==> config.mk <==
export PLATFORM = sky130hd
export DESIGN_NAME = lock_acq_sequencer_flat
export DESIGN_NICKNAME = d
export VERILOG_FILES = /design/src/rtl/lock_acq_if.sv /design/src/rtl/lock_acq_sequencer.sv /design/src/flat_wrapper.sv
export SDC_FILE = /design/constraint.sdc
export NUM_CORES = 1
export LEC_CHECK = 0
export ABC_AREA = 1
export BUFFER_PORTS_ARGS = -buffer_cell sky130_fd_sc_hd__buf_2
export CORE_ASPECT_RATIO = 1.75
export CORE_UTILIZATION = 45
export CTS_CLUSTER_DIAMETER = 30
export CTS_CLUSTER_SIZE = 40
export DETAILED_ROUTE_END_ITERATION = 12
export GPL_TIMING_DRIVEN = 0
export PLACE_DENSITY = 0.64
export SKIP_CTS_REPAIR_TIMING = 1
export SYNTH_ARGS = -nofsm -noshare
export SYNTH_HDL_FRONTEND = slang
export SYNTH_SLANG_ARGS = --single-unit
==> constraint.sdc <==
create_clock -name clk -period 4.24 [get_ports clk]
set_input_delay 1.272 -clock clk [delete_from_list [all_inputs] [get_ports clk]]
set_output_delay 1.272 -clock clk [all_outputs]
set_load 0.05 [all_outputs]
==> src/rtl/lock_acq_if.sv <==
// Bus between the lock-acquisition sequencer and the control/datapath side:
// sample stream, software settings and registered status outputs.
interface lock_acq_if #(
   parameter int unsigned CART_LENGTH   = 24,
   parameter int unsigned DAC_LENGTH    = 14,
   parameter int unsigned CNT_LENGTH    = 16,
   parameter int unsigned RELOCK_LENGTH = 16
);
   logic                          start;
   logic                          abort;
   logic signed [CART_LENGTH-1:0] x_in;
   logic                          x_valid;
   logic        [CART_LENGTH-2:0] lock_thresh;
   logic        [CART_LENGTH-2:0] unlock_thresh;
   logic        [DAC_LENGTH-1:0]  sweep_min;
   logic        [DAC_LENGTH-1:0]  sweep_max;
   logic        [DAC_LENGTH-1:0]  sweep_step;
   logic        [CNT_LENGTH-1:0]  settle_samples;
   logic        [CNT_LENGTH-1:0]  loss_samples;
   logic        [DAC_LENGTH-1:0]  sweep_out;
   logic                          pid_enable;
   logic                          locked;
   logic                          fault;
   logic        [2:0]             state_out;
   logic      [RELOCK_LENGTH-1:0] relock_count;

   modport master (
      output start, abort, x_in, x_valid, lock_thresh, unlock_thresh,
             sweep_min, sweep_max, sweep_step, settle_samples, loss_samples,
      input  sweep_out, pid_enable, locked, fault, state_out, relock_count
   );

   modport slave (
      input  start, abort, x_in, x_valid, lock_thresh, unlock_thresh,
             sweep_min, sweep_max, sweep_step, settle_samples, loss_samples,
      output sweep_out, pid_enable, locked, fault, state_out, relock_count
   );
endinterface

==> src/rtl/lock_acq_sequencer.sv <==
// OPO lock acquisition: sweep the actuator offset until |X| crosses a threshold,
// engage the PID, confirm lock over a settle window and re-sweep on lock loss.
module lock_acq_sequencer #(
   parameter int unsigned CART_LENGTH   = 24,
   parameter int unsigned DAC_LENGTH    = 14,
   parameter int unsigned CNT_LENGTH    = 16,
   parameter int unsigned MAX_PASSES    = 4,
   parameter int unsigned RELOCK_LENGTH = 16
) (
   input logic        clk,
   input logic        rst,
   lock_acq_if.slave  bus
);

   localparam int unsigned MagW  = CART_LENGTH - 1;
   localparam int unsigned PassW = $clog2(MAX_PASSES + 1);

   typedef enum logic [2:0] {
      StIdle   = 3'd0,
      StSweep  = 3'd1,
      StSettle = 3'd2,
      StLocked = 3'd3,
      StFault  = 3'd4
   } state_e;

   state_e                   state_q;
   logic [DAC_LENGTH-1:0]    sweep_q;
   logic                     pid_q;
   logic                     locked_q;
   logic                     fault_q;
   logic [RELOCK_LENGTH-1:0] relock_q;
   logic [PassW-1:0]         pass_q;
   logic [CNT_LENGTH-1:0]    good_q;
   logic [CNT_LENGTH-1:0]    bad_q;

   logic [CART_LENGTH-1:0] x_neg;
   logic [MagW-1:0]        mag;
   logic [DAC_LENGTH-1:0]  step_eff;
   logic [DAC_LENGTH:0]    sweep_sum;
   logic                   wrap;
   logic [DAC_LENGTH-1:0]  adv_sweep;
   logic [PassW-1:0]       pass_inc;
   logic                   pass_exhausted;
   logic                   start_ok;
   logic [CNT_LENGTH:0]    good_inc;
   logic [CNT_LENGTH:0]    bad_inc;
   logic                   settle_done;
   logic                   loss_done;

   always_comb begin
      x_neg = -bus.x_in;
      if (!bus.x_in[CART_LENGTH-1]) begin
         mag = bus.x_in[MagW-1:0];
      end else if (x_neg[CART_LENGTH-1]) begin
         // Only the most negative input stays negative after negation.
         mag = '1;
      end else begin
         mag = x_neg[MagW-1:0];
      end
   end

   always_comb begin
      step_eff       = (bus.sweep_step == '0) ? DAC_LENGTH'(1) : bus.sweep_step;
      sweep_sum      = {1'b0, sweep_q} + {1'b0, step_eff};
      wrap           = sweep_sum > {1'b0, bus.sweep_max};
      adv_sweep      = wrap ? bus.sweep_min : sweep_sum[DAC_LENGTH-1:0];
      pass_inc       = pass_q + PassW'(1);
      pass_exhausted = wrap && (pass_inc >= PassW'(MAX_PASSES));
      start_ok       = bus.sweep_min <= bus.sweep_max;
      good_inc       = {1'b0, good_q} + (CNT_LENGTH + 1)'(1);
      bad_inc        = {1'b0, bad_q} + (CNT_LENGTH + 1)'(1);
      // A zero window behaves like one sample.
      settle_done    = good_inc >= {1'b0, bus.settle_samples};
      loss_done      = bad_inc >= {1'b0, bus.loss_samples};
   end

   always_ff @(posedge clk or posedge rst) begin
      if (rst) begin
         state_q  <= StIdle;
         sweep_q  <= '0;
         pid_q    <= 1'b0;
         locked_q <= 1'b0;
         fault_q  <= 1'b0;
         relock_q <= '0;
         pass_q   <= '0;
         good_q   <= '0;
         bad_q    <= '0;
      end else if (bus.abort) begin
         state_q  <= StIdle;
         pid_q    <= 1'b0;
         locked_q <= 1'b0;
         fault_q  <= 1'b0;
      end else begin
         case (state_q)
            StIdle, StFault: begin
               if (bus.start) begin
                  if (start_ok) begin
                     state_q <= StSweep;
                     sweep_q <= bus.sweep_min;
                     pass_q  <= '0;
                     fault_q <= 1'b0;
                  end else begin
                     state_q <= StFault;
                     fault_q <= 1'b1;
                  end
               end
            end
            StSweep: begin
               if (bus.x_valid) begin
                  if (mag >= bus.lock_thresh) begin
                     state_q <= StSettle;
                     pid_q   <= 1'b1;
                     good_q  <= '0;
                  end else begin
                     sweep_q <= adv_sweep;
                     if (wrap) pass_q <= pass_inc;
                     if (pass_exhausted) begin
                        state_q <= StFault;
                        fault_q <= 1'b1;
                     end
                  end
               end
            end
            StSettle: begin
               if (bus.x_valid) begin
                  if (mag >= bus.unlock_thresh) begin
                     good_q <= good_inc[CNT_LENGTH-1:0];
                     if (settle_done) begin
                        state_q  <= StLocked;
                        locked_q <= 1'b1;
                        bad_q    <= '0;
                     end
                  end else begin
                     // Settle failure resumes the sweep where it left off.
                     state_q <= StSweep;
                     pid_q   <= 1'b0;
                     sweep_q <= adv_sweep;
                     if (wrap) pass_q <= pass_inc;
                     if (pass_exhausted) begin
                        state_q <= StFault;
                        fault_q <= 1'b1;
                     end
                  end
               end
            end
            StLocked: begin
               if (bus.x_valid) begin
                  if (mag < bus.unlock_thresh) begin
                     bad_q <= bad_inc[CNT_LENGTH-1:0];
                     if (loss_done) begin
                        state_q  <= StSweep;
                        sweep_q  <= bus.sweep_min;
                        pass_q   <= '0;
                        locked_q <= 1'b0;
                        pid_q    <= 1'b0;
                        bad_q    <= '0;
                        if (relock_q != '1) relock_q <= relock_q + RELOCK_LENGTH'(1);
                     end
                  end else begin
                     bad_q <= '0;
                  end
               end
            end
            default: begin
               state_q <= StIdle;
               pid_q   <= 1'b0;
            end
         endcase
      end
   end

   assign bus.sweep_out    = sweep_q;
   assign bus.pid_enable   = pid_q;
   assign bus.locked       = locked_q;
   assign bus.fault        = fault_q;
   assign bus.state_out    = state_q;
   assign bus.relock_count = relock_q;

endmodule

==> src/flat_wrapper.sv <==
// flat-port wrapper written by rule: the top's interface ports become plain ports
module lock_acq_sequencer_flat 
#(
   parameter int unsigned CART_LENGTH   = 24,
   parameter int unsigned DAC_LENGTH    = 14,
   parameter int unsigned CNT_LENGTH    = 16,
   parameter int unsigned MAX_PASSES    = 4,
   parameter int unsigned RELOCK_LENGTH = 16
)
  (clk, rst, bus_start, bus_abort, bus_x_in, bus_x_valid, bus_lock_thresh, bus_unlock_thresh, bus_sweep_min, bus_sweep_max, bus_sweep_step, bus_settle_samples, bus_loss_samples, bus_sweep_out, bus_pid_enable, bus_locked, bus_fault, bus_state_out, bus_relock_count);
  lock_acq_if #(.CART_LENGTH(CART_LENGTH), .DAC_LENGTH(DAC_LENGTH), .CNT_LENGTH(CNT_LENGTH), .RELOCK_LENGTH(RELOCK_LENGTH)) bus_i ();
  input logic clk;
  input logic rst;
  input wire logic [$bits(bus_i.start)-1:0] bus_start;
  input wire logic [$bits(bus_i.abort)-1:0] bus_abort;
  input wire logic [$bits(bus_i.x_in)-1:0] bus_x_in;
  input wire logic [$bits(bus_i.x_valid)-1:0] bus_x_valid;
  input wire logic [$bits(bus_i.lock_thresh)-1:0] bus_lock_thresh;
  input wire logic [$bits(bus_i.unlock_thresh)-1:0] bus_unlock_thresh;
  input wire logic [$bits(bus_i.sweep_min)-1:0] bus_sweep_min;
  input wire logic [$bits(bus_i.sweep_max)-1:0] bus_sweep_max;
  input wire logic [$bits(bus_i.sweep_step)-1:0] bus_sweep_step;
  input wire logic [$bits(bus_i.settle_samples)-1:0] bus_settle_samples;
  input wire logic [$bits(bus_i.loss_samples)-1:0] bus_loss_samples;
  output wire logic [$bits(bus_i.sweep_out)-1:0] bus_sweep_out;
  output wire logic [$bits(bus_i.pid_enable)-1:0] bus_pid_enable;
  output wire logic [$bits(bus_i.locked)-1:0] bus_locked;
  output wire logic [$bits(bus_i.fault)-1:0] bus_fault;
  output wire logic [$bits(bus_i.state_out)-1:0] bus_state_out;
  output wire logic [$bits(bus_i.relock_count)-1:0] bus_relock_count;
  assign bus_i.start = bus_start;
  assign bus_i.abort = bus_abort;
  assign bus_i.x_in = bus_x_in;
  assign bus_i.x_valid = bus_x_valid;
  assign bus_i.lock_thresh = bus_lock_thresh;
  assign bus_i.unlock_thresh = bus_unlock_thresh;
  assign bus_i.sweep_min = bus_sweep_min;
  assign bus_i.sweep_max = bus_sweep_max;
  assign bus_i.sweep_step = bus_sweep_step;
  assign bus_i.settle_samples = bus_settle_samples;
  assign bus_i.loss_samples = bus_loss_samples;
  assign bus_sweep_out = bus_i.sweep_out;
  assign bus_pid_enable = bus_i.pid_enable;
  assign bus_locked = bus_i.locked;
  assign bus_fault = bus_i.fault;
  assign bus_state_out = bus_i.state_out;
  assign bus_relock_count = bus_i.relock_count;
  lock_acq_sequencer #(.CART_LENGTH(CART_LENGTH), .DAC_LENGTH(DAC_LENGTH), .CNT_LENGTH(CNT_LENGTH), .MAX_PASSES(MAX_PASSES), .RELOCK_LENGTH(RELOCK_LENGTH)) u_core (.clk(clk), .rst(rst), .bus(bus_i));
endmodule
==> out/results.ini <==
[outcome]
run_status=finished with violations
failed_checks=setup timing

[drt]
routed_wire_length_per_instance_um=13.9
viasPerCell=5.13
final_routed_drc_violation_total=0
detail-route-antenna-nets=0
aggregate_routed_wire_length_mm=25.4
via_count=9344
drt_pre_antenna_iters=5
drt_first_iter_violations=271

[placement]
portBuffers=184
placement.cell_area_sq_um=9920
place.gp.congestion=0.916
detailedPlacementHpwl_mm=19.5

[timing]
rsz_0062_raised_after_global_routing=true
final_worst_clock_skew_ps=6.51
timing_hold_violations_final=0
finalSetupTns_ps=-7200
maxClockFrequency_mhz=221
post-route-worst-setup-slack_ps=-290
finish_stage_setup_viols=61
min_period_over_period_pct=107
tightestPinTransition_ps=1130
finalWorstPathRequiredPeriod_ps=4530
report.final.slew_viol_count=0
slew_headroom_pct=24.0

[die]
die_height_um=184
core_sq_um=18600
fp-row-count=66
initial_utilization_pct=46.1
die-area_sq_um=19600
dieWidth_um=106
ios=185

[yosys]
post_synth_num_cell_types=43
synth.net_count=1609
ys_ff_latch=71
syn_avg_cell_area_sq_um=6.42
synth-edff-count=0
synth_sequential_area_ratio_pct=20.7
netlist_area_sq_um=8560
yosysTopAreaCell=dfrtp_1
ys_dominant_reg_cell=dfrtp_1
synth-async-reset-ratio_pct=100
synth_top_cells_by_area=dfrtp_1, ha_1, nand2_1
yosys_warnings=0
yosys.area.top_type_share_pct=20.7
synthesis.instances=1334

[clock_network]
clock_insertion_delay_worst_skew_ps=350
tritoncts.num_buffers=9
clock-sinks=71
tritoncts=done
clock_path_buffers=2
ctsHtreeMaxLevel=3
cts_root_buf=clkbuf_16
clock_edge_transition_at_the_registers_on_the_reported_setup_and_hold_paths_ps=60

[hold_path]
min_from=u_core.bus.locked
hp-class=reg2reg

[finish]
fillCellCount=1699
post-route-cell-area_sq_um=12100
finalNetCount=1854
area_growth_synth_to_finish_pct=41.0
drive_above_1_share_pct=31.5
most_common_cell_after_layout_fill_and_taps_aside=nand2_1
most-common-layout-cells=nand2_1, inv_1, buf_2, ha_1, nor2_1

[setup_path]
type_of_the_worst_setup_path=in2reg
reg2reg_slack_ps=500
critPathCaptureType=flip-flop
crit_path_start=bus_sweep_step[12]
cp_max_fo=10
kind_of_launch_point_of_the_worst_setup_path=input pin
rr_startpoint=u_core.bus.sweep_out[4]
critical_path_arrival_ps=4770
required_ps=4480

[grt]
grt_max_degree=55
antenna_violations_before_repair=1
grtUsageTotal_pct=24.7
grt_pass1_wl_mm=38.6
grt_overflow_total=0
grt_pass1_vias=8706

[pwr]
leakage_uw=0.00659
ir_drop_v=0.000401
powerDensity_nw_per_um2=368

[flow_run]
maxCapViolCount=0

## routing by layer
metal  wire (um)  share of wire [%]  global-route usage (%)
met2       13700                 54                    47.7
met3         872                3.4                    2.97
met1        9680                 38                    26.0
met4        1150                4.5                    11.4
met5           0                  0                       0
## critical path, cell delays in order
cell and delay, ps:
buf_8 100, nor4_4 330, a41o_1 230, ha_2 180, inv_2 40, fa_2 420
o21bai_4 200, a21oi_4 90, o21ai_4 170, buf_4 130, nand2_1 50, nand2_2 70
xor2_2 170, ha_1 270, nand3_1 100, nor2_2 50, nand3_1 160, nand2_4 100
nand2_8 120, inv_6 70, or2_2 280, nand3_2 80, nand2_1 40
## area by class of cell
class	instances	area (sq um)	area share [%]
multi-input cells	998	6870	56.9
flip-flops and latches	71	1780	14.7
repair buffers	234	1590	13.2
inverters	232	912	7.55
well taps	238	298	2.47
plain buffers	33	294	2.43
clock buffers	10	239	1.98
clock inverters	6	92.6	0.767
diodes	1	2.50	0.0207
## sequential cells by signal (all words and copies together) (netlist names)
| register | count |
|---|---|
| u_core.bad_q | 16 |
| u_core.bus.fault | 1 |
| u_core.bus.locked | 1 |
| u_core.bus.pid_enable | 1 |
| u_core.bus.relock_count | 16 |
| u_core.bus.state_out | 3 |
| u_core.bus.sweep_out | 14 |
| u_core.good_q | 16 |
| u_core.pass_q | 3 |
## stage by stage
step | hold WS, ps | instances | setup slack (ps) | power [uW] | utilization [%]
floorplan | 446 | 1334 | -159 | 2450 | -
global placement | 461 | 1756 | -1040 | 2980 | 53.3
detailed placement | 474 | 1757 | -1070 | 3000 | 53.4
CTS | 498 | 1773 | -744 | 3880 | 55.2
global route | 502 | 1823 | -561 | 4780 | 65.0
finish | 478 | 1823 | -290 | 4440 | 65.0
## synth_stat cells, types with 2 or more instances
cell type and instances:
o21a_1 3, o31ai_1 7, ha_1 125, nand4_1 13
nand3_1 88, nor2_1 104, o21ai_0 46, nor2_2 6
dfrtp_1 71, nand2_1 389, clkbuf_1 22, a21o_1 5
nand2_2 4, nor4_1 8, o211ai_1 4, o21bai_1 3
a21boi_0 3, nand3_2 5, inv_2 3, or2_2 12
inv_1 228, a211oi_1 4, nor3_1 22, a21oi_1 58
buf_6 3, buf_2 7, o21ai_1 16, xnor2_1 11
nand3b_1 6, xor2_1 44, or3_1 2
## logic make-up (layout without fill, tap and decap cells)
family / count (synthesis) / after routing / synth area share, %
adders and majority gates: 126 / 126 / 18.5
buffers and inverters: 265 / 515 / 12.2
and+or+nand+nor: 664 / 664 / 33.0
xor gates and xnor gates: 55 / 55 / 5.63
other: 0 / 1 / 0
DFF: 71 / 71 / 20.7
AOI/OAI and AO/OA: 153 / 153 / 9.97
## power by group
part | internal, uW | leakage [uW] | total, uW | switching, uW
Sequential | 774 | 0.000932 | 862 | 88.0
Combinational | 1040 | 0.00549 | 2720 | 1680
Clock | 536 | 0.000161 | 859 | 323
Total | 2350 | 0.00659 | 4440 | 2090
## path summary, 6_finish.rpt
kind	end	cells past startpoint
min reg2reg	u_core.bus.locked	2
min	u_core.bus.locked	2
max	u_core.bus.sweep_out[13]	23
max reg2reg	u_core.bus.sweep_out[7]	20
max in group asynchronous	u_core.bad_q[12]	3
min in group asynchronous	u_core.bus.relock_count[1]	2
No activity file was read; power rests on OpenSTA's default activity.
